[src/rtl/mem_responder.sv]
`default_nettype none
// ============================================================================
// Module      : mem_responder
// Description : Word-addressed unified instruction/data memory for the
//               multicycle MIPS controller. Each accepted access waits
//               LATENCY cycles, then commits and reports completion with a
//               one-cycle ready pulse. Misaligned or out-of-range accesses
//               raise err and never modify memory.
// Ports       : clk    - system clock, rising edge
//               reset  - synchronous, active-high reset
//               req    - access request (level, sampled only when idle)
//               we     - 1 = write, 0 = read (sampled with req)
//               addr   - byte address (sampled with req)
//               wdata  - write data (sampled with req)
//               rdata  - read data / write echo, valid while ready=1
//               ready  - one-cycle completion pulse
//               err    - access fault, valid while ready=1
//               busy   - high whenever an access is in progress
// Revision    : 1.0 - initial release
// ============================================================================
module mem_responder #(
   parameter int DEPTH_LOG2 = 6,
   parameter int LATENCY    = 2
) (
   input  logic        clk,
   input  logic        reset,
   input  logic        req,
   input  logic        we,
   input  logic [31:0] addr,
   input  logic [31:0] wdata,
   output logic [31:0] rdata,
   output logic        ready,
   output logic        err,
   output logic        busy
);

   localparam int         c_DEPTH   = 1 << DEPTH_LOG2;
   localparam logic [3:0] c_LATENCY = 4'(LATENCY);

   typedef enum logic [1:0] {
      S_IDLE = 2'd0,
      S_WAIT = 2'd1,
      S_RESP = 2'd2
   } state_t;

   state_t r_state;
   state_t w_next_state;

   logic [3:0]            r_cnt;
   logic                  r_we;
   logic [31:0]           r_addr;
   logic [31:0]           r_wdata;
   logic [31:0]           r_rdata;
   logic                  r_err;
   logic [31:0]           r_mem [0:c_DEPTH-1];

   logic [DEPTH_LOG2-1:0] w_index;
   logic                  w_fault;
   logic                  w_commit;
   logic                  w_mem_we;

   // All access decoding works on the captured request, never the live inputs.
   assign w_index  = r_addr[DEPTH_LOG2+1:2];
   assign w_fault  = (r_addr[1:0] != 2'b00) || (r_addr[31:DEPTH_LOG2+2] != '0);
   assign w_commit = (r_state == S_WAIT) && (r_cnt == 4'd0);
   // Reset on the commit edge must suppress the write, so it gates the enable.
   assign w_mem_we = w_commit && r_we && !w_fault && !reset;

   // ------------------------------------------------------------------------
   // State register
   // ------------------------------------------------------------------------
   always_ff @(posedge clk) begin
      if (reset) begin
         r_state <= S_IDLE;
      end else begin
         r_state <= w_next_state;
      end
   end

   // ------------------------------------------------------------------------
   // Next-state logic
   // ------------------------------------------------------------------------
   always_comb begin
      w_next_state = r_state;
      case (r_state)
         S_IDLE:  if (req) w_next_state = S_WAIT;
         S_WAIT:  if (r_cnt == 4'd0) w_next_state = S_RESP;
         S_RESP:  w_next_state = S_IDLE;  // req deliberately ignored here
         default: w_next_state = S_IDLE;
      endcase
   end

   // ------------------------------------------------------------------------
   // Request capture, wait counter and response registers
   // ------------------------------------------------------------------------
   always_ff @(posedge clk) begin
      if (reset) begin
         r_cnt   <= 4'd0;
         r_we    <= 1'b0;
         r_addr  <= 32'd0;
         r_wdata <= 32'd0;
         r_rdata <= 32'd0;
         r_err   <= 1'b0;
      end else begin
         case (r_state)
            S_IDLE: begin
               if (req) begin
                  r_we    <= we;
                  r_addr  <= addr;
                  r_wdata <= wdata;
                  r_cnt   <= c_LATENCY;
               end
            end
            S_WAIT: begin
               if (r_cnt != 4'd0) begin
                  r_cnt <= r_cnt - 4'd1;
               end else if (w_fault) begin
                  r_rdata <= 32'd0;
                  r_err   <= 1'b1;
               end else if (r_we) begin
                  r_rdata <= r_wdata;   // write-through echo
                  r_err   <= 1'b0;
               end else begin
                  r_rdata <= r_mem[w_index];
                  r_err   <= 1'b0;
               end
            end
            default: ;
         endcase
      end
   end

   // ------------------------------------------------------------------------
   // Storage array; contents survive reset
   // ------------------------------------------------------------------------
   always_ff @(posedge clk) begin
      if (w_mem_we) begin
         r_mem[w_index] <= r_wdata;
      end
   end

   assign rdata = r_rdata;
   assign err   = r_err;
   assign ready = (r_state == S_RESP);
   assign busy  = (r_state != S_IDLE);

endmodule
`default_nettype wire
[config.mk]
export PLATFORM = sky130hd
export DESIGN_NAME = mem_responder
export DESIGN_NICKNAME = d
export VERILOG_FILES = /design/src/rtl/mem_responder.sv
export SDC_FILE = /design/constraint.sdc
export NUM_CORES = 2
export LEC_CHECK = 0
export ABC_AREA = 1
export BUFFER_PORTS_ARGS = -buffer_cell sky130_fd_sc_hd__clkbuf_2
export CORE_MARGIN = 1.5
export CORE_UTILIZATION = 55
export CTS_BUF_LIST = sky130_fd_sc_hd__clkbuf_2 sky130_fd_sc_hd__clkbuf_4 sky130_fd_sc_hd__clkbuf_8
export DETAILED_ROUTE_END_ITERATION = 8
export HOLD_SLACK_MARGIN = 0.02
export PLACE_DENSITY = 0.76
export SLEW_MARGIN = 20
export SYNTH_ARGS = -nofsm -noshare
export SYNTH_HDL_FRONTEND = slang
export SYNTH_SLANG_ARGS = --single-unit
[constraint.sdc]
create_clock -name clk -period 7.4 [get_ports clk]
set_clock_uncertainty 0.15 [all_clocks]
set_input_delay 1.48 -clock clk [delete_from_list [all_inputs] [get_ports clk]]
set_output_delay 1.48 -clock clk [all_outputs]
set_load 0.05 [all_outputs]
==> flow_summary.yaml <==
outcome:
  run_status: "completed"
clocking:
  cts_inserted_buffers: 339
  cts_setup_buffers: 0
  root_buffer: "clkbuf_8"
  cts_resized: 0
  cts.reportedPaths.clkPinSlew_ns: 0.07
  hold_buffers: 0
  clock_sinks: 2158
  clock_latency_ns: 1.04
  htreeDepth: 5
  cts_tree: "yes"
  clock_path_buffers: 4
synth:
  synth_flop_cell: "edfxtp_1"
  syn-cell-area_um2: 86140
  ys_types: 25
  synth.net_count: 7353
  async_flop_share_pct: 0
  syn_avg_cell_area_um2: 11.83
  synth_seq_area_share_pct: 73.95
  ys_seq_elements: 2158
  ys_warn_count: 0
  syn_inst: 7284
  synth_edf_count: 2048
cells_and_area:
  final_cell_mix: "nand2_1, edfxtp_1, nand3_1"
  areaGrowthSynthToFinish_pct: 10.07
  nNetsFinal: 7408
  postLayoutCellArea_um2: 94820
  mostFrequentLayoutCell: "nand2_1"
  fin_cells: 9635
  drive_above_1_share_pct: 10.71
detailed_routing:
  num_vias: 59030
  routed_wl_um: 238200
  wl_per_cell_um: 24.72
  firstDrtPassIters: 6
  drt-initial-drc-count: 9396
  ant_nets: 0
  route.detailed.drc: 0
  routed_via_density: 6.127
grt:
  grt-ovfl-total: 0
  antenna_found_initial: 3
  grtUsageTotal_pct: 29.45
  grt_pass1_wl_um: 344700
  first_global_vias: 54580
  grt_max_degree: 256
critical_path:
  cp.arrival_ns: 5.45
  slowest_delay_ns: 0.94
  cp_max_fo: 192
  worstSetupEndpointType: "register"
  crit_type: "register to register"
  crit_required_ns: 8.21
  crit_chain: "buf_4 -> buf_12 -> nand2_1 -> nand3_1 -> nand3_1 -> nand3_1 -> nand3_1 -> nand3_1 -> nand2_1 -> nand2_1 -> nand2_1 -> a21oi_1"
  crit_top_cell: "nand3_1"
  cp_slowest_cell: "dfxtp_4"
  critPathLaunchType: "register"
floorplan:
  start_util_pct: 55.27
  die-width_um: 398.8
  die_h_um: 398.8
  io_pins: 103
  die-area_um2: 159000
  num_rows: 145
  core-area_um2: 155800
power:
  power_uw: 26440
  peakVddDrop_uv: 277.4
  power_frac_comb_pct: 11.7
  switchingPower_uw: 7055
  clkPwrFrac_pct: 36.4
  sw_frac_of_total_pct: 26.68
  p_int_uw: 19390
  powerDensity_nw_per_um2: 278.9
  p_seq_share_pct: 51.9
  leakagePower_uw: 0.03374
place:
  port_buffers: 102
  place_area_um2: 88300
  gp_congestion: 0.9760
  dp_hpwl_um: 127500
  post-place-cells: 9047
  dpl_worst_slack_ns: 2.528
worst_hold_path:
  hold_class: "register to register"
timing:
  fin_tns_setup_ns: 0
  setup_violations: 0
  period_needed_ns: 4.638
  relSlewSlack_pct: 17.69
  drv_slew: 0
  post-route-period-util_pct: 62.67
  hold_viol: 0
  setup_ws_ns: 2.762
  fmax_mhz: 215.6
  tightest_slew_ns: 1.231
  rsz0062_at_grt: "no"
flow_run:
  drv_cap: 0
[cell families after synthesis]
group           Yosys count  share of synthesized area, %
flops                  2158                         73.95
buf+inv                 511                         2.863
compound gates          112                        0.6580
simple gates           4502                         22.51
fa+ha+maj                 1                       0.01452
[sequential cells by signal, indices dropped and copies added (netlist names), named ones only]
register,flops
err,1
r_state,2
r_mem,2048
r_we,1
r_wdata,32
rdata,32
r_cnt,4
r_addr,32
[layer usage]
| layer | track usage [%] | vias up | share of wire (%) | wire [µm] |
|---|---|---|---|---|
| met5 | 0 | - | 0 | 0 |
| met4 | 14.31 | 0 | 4.9 | 11620 |
| met3 | 7.241 | 602 | 14 | 32850 |
| met2 | 43.41 | 4263 | 45 | 106800 |
| met1 | 41.25 | 28250 | 36 | 86890 |
| li1 | - | 25920 | - | - |
[power by group through the flow]
stage	registers, µW	clock network (µW)	logic [µW]
after floorplan	14100	0	1650
after global routing	13700	10100	3230
final	13700	9620	3090
after global placement	14000	0	2880
after detailed placement	14000	0	2950
after CTS	13700	9630	2960
[worst paths after layout]
kind	startpoint	to	slack, ns	cells after the start
setup reg to reg	register	rdata[2]	2.76	12
hold reg to reg	r_addr[15]	r_addr[15]	0.32	2
setup / recovery	register	rdata[2]	2.76	12
hold / removal	r_addr[15]	r_addr[15]	0.32	2
[synthesized netlist by cell type (10+ instances only)]
cell type	n	area share (%)
buf_6	17	0.22
edfxtp_1	2048	71
nand2_1	2273	9.9
buf_2	263	1.5
buf_4	24	0.21
nor2_1	260	1.1
o21ai_0	66	0.38
buf_1	70	0.31
dfxtp_1	110	2.6
clkbuf_1	109	0.47
nand3_1	1950	11
inv_1	24	0.10
nand4_1	10	0.073
a21oi_1	44	0.26
[area by class of cell]
type / count / area, µm²
well taps: 2058 / 2575
repair buffers: 197 / 1569
multi-input cells: 4615 / 20460
inverters: 28 / 141.4
clock inverters: 109 / 554.3
diodes: 3 / 7.507
flip-flops and latches: 2158 / 63760
clock buffers: 467 / 5752
fillers: 11490 / 61020
[critical path, delay by kind of cell (launching register included)]
family / cells / cell delay, ns
buffers and inverters: 2 / 1.31
DFF: 1 / 0.94
AOI/OAI and AO/OA: 1 / 0.15
and+or+nand+nor: 9 / 1.73
[per-stage QoR]
stage	hold WS [ns]	util, %
after floorplan	0.2795	-
after global placement	0.2947	56.61
after detailed placement	0.3041	56.66
after CTS	0.3152	60.71
after global routing	0.3392	60.84
final	0.3154	60.84
No activity file was read; power rests on OpenSTA's default activity.
